$ cat src/rtl/fetch_sequencer_pkg.sv
// Shared definitions for the fetch sequencer: FSM state encoding, PC width,
// redirect counter width and the default reset fetch address.
// Imported by fetch_sequencer and fetch_next_pc.
package fetch_sequencer_pkg;

  localparam int PC_W  = 32;
  localparam int CNT_W = 16;
  localparam logic [PC_W-1:0] RESET_PC_DEFAULT = 32'h0000_0000;

  typedef enum logic [1:0] {
    IDLE     = 2'd0,
    FETCH    = 2'd1,
    HOLD     = 2'd2,
    REDIRECT = 2'd3
  } fetch_state_t;

endpackage

$ cat src/rtl/fetch_sequencer_next_pc.sv
// fetch_next_pc: combinational next-fetch-address selection.
// Ports: pc (current), advance (sequential step allowed), br/jmp redirect
// requests already gated by the caller, optional trap (FETCH_SEQ_TRAP_EN);
// next_pc is the selected address, redirect flags that a target was chosen.
// Priority: trap, branch, jump, sequential advance, hold.
module fetch_next_pc
  import fetch_sequencer_pkg::*;
#(
  parameter int BUNDLE_BYTES = 8
) (
  input  logic [PC_W-1:0] pc,
  input  logic            advance,
  input  logic            br_valid,
  input  logic [PC_W-1:0] br_target,
  input  logic            jmp_valid,
  input  logic [PC_W-1:0] jmp_target,
`ifdef FETCH_SEQ_TRAP_EN
  input  logic            trap_valid,
  input  logic [PC_W-1:0] trap_vector,
`endif
  output logic [PC_W-1:0] next_pc,
  output logic            redirect
);

  localparam logic [PC_W-1:0] STEP       = PC_W'(BUNDLE_BYTES);
  // Redirect targets are forced onto a bundle boundary.
  localparam logic [PC_W-1:0] ALIGN_MASK = ~(STEP - PC_W'(1));

  always_comb begin
    next_pc  = pc;
    redirect = 1'b0;
`ifdef FETCH_SEQ_TRAP_EN
    if (trap_valid) begin
      next_pc  = trap_vector & ALIGN_MASK;
      redirect = 1'b1;
    end else
`endif
    if (br_valid) begin
      next_pc  = br_target & ALIGN_MASK;
      redirect = 1'b1;
    end else if (jmp_valid) begin
      next_pc  = jmp_target & ALIGN_MASK;
      redirect = 1'b1;
    end else if (advance) begin
      // Wraps modulo 2^32 with no flag.
      next_pc = pc + STEP;
    end
  end

endmodule

$ cat src/rtl/fetch_sequencer.sv
// fetch_sequencer: VLIW fetch-address sequencer (IDLE/FETCH/HOLD/REDIRECT).
// Ports: clk (state updates on falling edge), reset (sync, active-high), start,
// stall, br_valid/br_target, jmp_valid/jmp_target, imem_ready; outputs pc,
// pc_write, fetch_valid, flush, redirect_cnt (saturating).
// Optional macro FETCH_SEQ_TRAP_EN adds trap_valid/trap_vector (top priority).
module fetch_sequencer
  import fetch_sequencer_pkg::*;
#(
  parameter logic [PC_W-1:0] RESET_PC     = RESET_PC_DEFAULT,
  parameter int              BUNDLE_BYTES = 8
) (
  input  logic             clk,
  input  logic             reset,
  input  logic             start,
  input  logic             stall,
  input  logic             br_valid,
  input  logic [PC_W-1:0]  br_target,
  input  logic             jmp_valid,
  input  logic [PC_W-1:0]  jmp_target,
  input  logic             imem_ready,
`ifdef FETCH_SEQ_TRAP_EN
  input  logic             trap_valid,
  input  logic [PC_W-1:0]  trap_vector,
`endif
  output logic [PC_W-1:0]  pc,
  output logic             pc_write,
  output logic             fetch_valid,
  output logic             flush,
  output logic [CNT_W-1:0] redirect_cnt
);

  fetch_state_t    state, state_nxt;
  logic            active;
  logic            advance;
  logic            redirect;
  logic [PC_W-1:0] next_pc;

  // Branch/jump requests are ignored while idle; a trap is not.
  assign active = (state != IDLE);

  fetch_next_pc #(
    .BUNDLE_BYTES (BUNDLE_BYTES)
  ) u_next_pc (
    .pc          (pc),
    .advance     (advance),
    .br_valid    (br_valid & active),
    .br_target   (br_target),
    .jmp_valid   (jmp_valid & active),
    .jmp_target  (jmp_target),
`ifdef FETCH_SEQ_TRAP_EN
    .trap_valid  (trap_valid),
    .trap_vector (trap_vector),
`endif
    .next_pc     (next_pc),
    .redirect    (redirect)
  );

  always_comb begin
    state_nxt   = state;
    advance     = 1'b0;
    fetch_valid = 1'b0;
    flush       = 1'b0;
    case (state)
      IDLE: begin
        if (start) state_nxt = FETCH;
      end
      FETCH: begin
        fetch_valid = 1'b1;
        if (imem_ready && !stall) advance = 1'b1;
        else                      state_nxt = HOLD;
      end
      HOLD: begin
        // Re-enter FETCH at the same pc; the held bundle is fetched again.
        if (imem_ready && !stall) state_nxt = FETCH;
      end
      REDIRECT: begin
        flush     = 1'b1;
        state_nxt = FETCH;
      end
      default: state_nxt = IDLE;
    endcase
    // A redirect overrides stall/imem_ready and (re)enters REDIRECT.
    if (redirect) state_nxt = REDIRECT;
    pc_write = !reset && (redirect || advance);
  end

  always_ff @(negedge clk) begin
    if (reset) begin
      state        <= IDLE;
      pc           <= RESET_PC;
      redirect_cnt <= '0;
    end else begin
      state <= state_nxt;
      if (pc_write) pc <= next_pc;
      if (redirect && (redirect_cnt != '1)) redirect_cnt <= redirect_cnt + CNT_W'(1);
    end
  end

endmodule

$ cat config.mk
export PLATFORM = sky130hd
export DESIGN_NAME = fetch_sequencer
export DESIGN_NICKNAME = d
export VERILOG_FILES = /design/src/rtl/fetch_sequencer_pkg.sv /design/src/rtl/fetch_sequencer_next_pc.sv /design/src/rtl/fetch_sequencer.sv
export SDC_FILE = /design/constraint.sdc
export NUM_CORES = 1
export LEC_CHECK = 0
export ABC_CLOCK_PERIOD_IN_PS = 3150
export CAP_MARGIN = 20
export CORE_ASPECT_RATIO = 0.6
export CORE_MARGIN = 10
export CORE_UTILIZATION = 40
export CTS_CLUSTER_SIZE = 24
export DETAILED_ROUTE_END_ITERATION = 10
export PLACE_DENSITY_LB_ADDON = 0.12
export SYNTH_ARGS = -nofsm -noshare
export SYNTH_HDL_FRONTEND = slang
export SYNTH_SLANG_ARGS = --single-unit
export TNS_END_PERCENT = 30
$ cat constraint.sdc
create_clock -name clk -period 3.15 [get_ports clk]
set_input_delay 0.63 -clock clk [delete_from_list [all_inputs] [get_ports clk]]
set_output_delay 0.63 -clock clk [all_outputs]
set_load 0.02 [all_outputs]
# Yosys cells after proc, flatten, opt, wreduce, memory -nomap -nowiden
# Index checks and enable logic that the tools add are counted.
# word_totals
regBits	50
inputBits	71
output_inout_bits	51
word_cells	39
# op_classes
addsub	2
eq_ne	7
n_mux	14
n_bitwise	2
n_reduce_logical	11
# op_table
cell	count
$mux W32	3
$add A32 B4 Y32 const B	1
$add A16 B1 Y16 const B	1
$ne A16 B16 Y1 const B	1
$ne A3 B3 Y1 const B	3
$mux W2	4
$pmux W2 S4	1
$mux W1	6
$eq A2 B2 Y1 const B	2
$logic_and A1 B1 Y1	3
$reduce_and A3 Y1	1
$reduce_bool A3 Y1	1
$and A1 B1 Y1	2
$eq A2 B1 Y1 const B	1
$logic_not A1 Y1	2
$logic_not A2 Y1	1
$reduce_and A2 Y1	1
$reduce_bool A2 Y1	1
$logic_or A1 B1 Y1	1

# Logic depth before layout (Yosys ltp)
# depth
depth_word	7
ltp_mapped	7

# Hierarchy
# Synthesis repeated with hierarchy kept, for this count alone.
# unflattened
hier_cells	443
hier_area_um2	3233.1
# by_module_without_submodules
mod	instances	cells_each	area_per_inst_um2
fetch_sequencer	1	258	2080.7
fetch_next_pc	1	185	1152.4

==> results.txt <==
Outcome: finished with violations
Failing checks: negative setup slack
CP bufs+invs: 2
I/O pin count: 122
Total power: 2620 uW
Port buffer count: 112
Placer congestion estimate: 0.965
Clock-pin slew of the registers on the worst-case setup and hold paths: 0.04 ns
CP Data Required Time: 2.52 ns
Seq/Total Area, Yosys: 0.309
Root Buffer: clkbuf_16
Distinct cells, synth: 56
Combinational share of power: 0.429
Vias in the first global route: 4,286
Switch Pwr: 1050 uW
Most used cell, CP: buf_6
Initial antenna violation count: 0
Post-synthesis async set-or-reset flop share: 0
Max_slew headroom: 0.541
Startpoint class of the critical path: flop
Detail Placement HPWL: 10.6 mm
Post-Layout Cell Count: 743
DRT met1 WL: 6.74 mm
Max cap viols: 0
Crit Path Max Fanout: 3
Wire per inst: 19.3 um
Die Width: 133 um
Worst EP arrival: 3.00 ns
DRT iter0 DRCs: 317
Commonest non-fill, non-tap cell in the layout: buf_4
Core Area: 7330 um^2
Hold/Removal Path Class: reg -> reg
DIE AREA: 11,600 um^2
Worst setup EP type: output pin
Die Ht: 87.5 um
H-tree Lvls: 2
Ys flop type: dfxtp_1
RSZ-0062 raised after global routing: yes
Count of final hold-check violations: 0
Crit-path max cell delay: 0.35 ns
Starting Density: 0.415
Clock net sink count: 47
P_int: 1570 uW
Crit path max-delay family: simple AND/OR/NAND/NOR gates
First-pass GRT wire length: 22.6 mm
Gr usage total: 0.239
Yosys warning total: 0
Sw frac: 0.400
Inserted Diodes: 0
Syn Std Cell Area: 3040 um^2
Top Metal Used: met4
P&R area growth vs syn: 81.9%
Later-pin clock latency in the skew report: 0.38 ns
Smallest hold slack: 0.599 ns
NumNets Final: 711
GRT overflow: 0
Drt pass-1 iters: 5
Maximum root-to-sink buffer count: 2
Critical path's slowest cell: dfxtp_4
Kind of critical path: reg -> out
Max Clock Skew: 0.0174 ns
Slew @ Worst Pin: 0.686 ns
Rows: 24
CTS tree: yes
Avg Cell Area, Syn: 7.76 um^2
Part of the power in registers: 0.269
Most frequent cells in the layout: 95 x buf_4, 58 x clkdlybuf4s50_1, 53 x inv_1
Synthesized instance count: 392
Via density per instance: 5.68
Drc violations: 0
Final Setup Violations: 14
Share of layout cells above drive strength 1: 0.352
Critical-path cell list: nor3b_4 -> o31ai_4 -> buf_6 -> nor2_4 -> buf_6
Hold_buf cts: 0
Dpl cells: 677
Clk pwr share: 0.302
Largest net degree at the start of global routing: 15
CTS buffer count: 5
EDFF count, synth: 0
Pwr Density: 474 nW/um^2
Leakage power: 0.00251 uW
WL met2: 6.06 mm
Slew Viols, Final: 0
Setup slack after layout: -0.481 ns
Via count: 4,222
Post-Route WL: 14.4 mm
Worst vdd ir: 0.304 mV
Seq cells post-synth: 47
DRT antenna net count: 0
Routed wl met3: 1.37 mm
-- sequential cells by signal (all words and copies together) (netlist names) --
register and flops:
pc 29, redirect_cnt 16, state 2
-- path summary, 6_finish.rpt --
| path | start | endpoint | slack [ns] | depth (start not counted) |
|---|---|---|---|---|
| max | state[1] | pc_write | -0.48 | 5 |
| min | redirect_cnt[1] | redirect_cnt[1] | 0.60 | 3 |
| max reg2reg | pc[3] | pc[31] | 0.74 | 7 |
| min reg2reg | redirect_cnt[1] | redirect_cnt[1] | 0.60 | 3 |
-- Yosys cell counts (3+ instances only) --
library cell,number,share of area
dfxtp_1,47,0.31
nor2_1,40,0.049
a21oi_1,35,0.058
nand2_1,20,0.025
clkbuf_1,17,0.021
nand3_1,16,0.026
o21ai_0,15,0.025
o22ai_1,15,0.031
xor2_1,14,0.040
nand4_1,13,0.027
nor3_1,12,0.020
a22oi_1,11,0.027
a211oi_1,10,0.025
and3_1,10,0.021
xnor2_1,10,0.029
nor4_1,9,0.019
buf_2,8,0.013
o32ai_1,7,0.020
a21o_1,6,0.015
a311oi_1,6,0.017
inv_1,6,0.0074
nand2b_1,5,0.010
mux2i_1,4,0.013
and4_1,3,0.0086
buf_1,3,0.0037
buf_4,3,0.0074
o211ai_1,3,0.0074
o21a_1,3,0.0074
or3_1,3,0.0062
-- power groups by stage --
stage,registers (uW),clock network (uW),logic (uW)
5_1_grt,710,870,1200
6_report,706,793,1120
4_1_cts,704,806,1060
3_3_place_gp,710,92.8,1010
2_1_floorplan,815,92.8,401
3_5_place_dp,712,92.8,1020
-- per-layer routing --
metal,vias to the layer above,global-route usage
met5,-,0
li1,1982,-
met3,22,0.0840
met4,0,0.0646
met2,242,0.353
met1,1976,0.325
-- through the flow --
step	TNS, ns	setup WS [ns]	cell area [um^2]	utilization
after floorplan	-2.94	-0.113	3260	-
after global placement	-31.80	-0.798	5100	0.697
after detailed placement	-33.40	-0.952	5100	0.697
after CTS	-3.97	-0.488	5420	0.739
after global routing	-2.55	-0.518	5530	0.755
final	-2.02	-0.481	5530	0.755
-- area by class of cell --
cell class | count | area [um^2]
Clock buffer | 5 | 125
Clock inverter | 50 | 193
Fill cell | 574 | 1800
Inverter | 5 | 18.8
Multi-Input combinational cell | 309 | 2250
Sequential cell | 47 | 945
Tap cell | 104 | 130
Timing Repair Buffer | 223 | 1870
-- cell families (layout without fill, tap and decap cells) --
| family | Yosys count | in the layout | share of synthesized area |
|---|---|---|---|
| XOR/XNOR | 24 | 24 | 0.0691 |
| other | 1 | 3 | 0.00123 |
| multiplexers | 4 | 4 | 0.0132 |
| buffers and inverters | 38 | 283 | 0.0564 |
| AND/OR/NAND/NOR | 145 | 145 | 0.253 |
| AO/OA/AOI/OAI | 131 | 131 | 0.290 |
| adder cells (fa/ha/maj) | 2 | 2 | 0.00823 |
| flip-flops | 47 | 47 | 0.309 |
-- what timing repair did --
item / CTS / global route
buffers inserted: 10 / 4
hold endpoints to repair: 0 / 0
setup endpoints to repair: 93 / 46
pin swaps: 15 / 13
cloned: 0 / 2
gates resized for setup: 244 / 29
-- worst reg2reg max path, stage by stage (launching register included) --
cell and delay [ns]:
dfxtp_1 0.32, buf_4 0.15, ha_1 0.20, nand3_2 0.25, nor4_4 0.58, nand4_1 0.26
nor4_2 0.46, a2111oi_4 0.06
(Power assumes the default switching activity.)
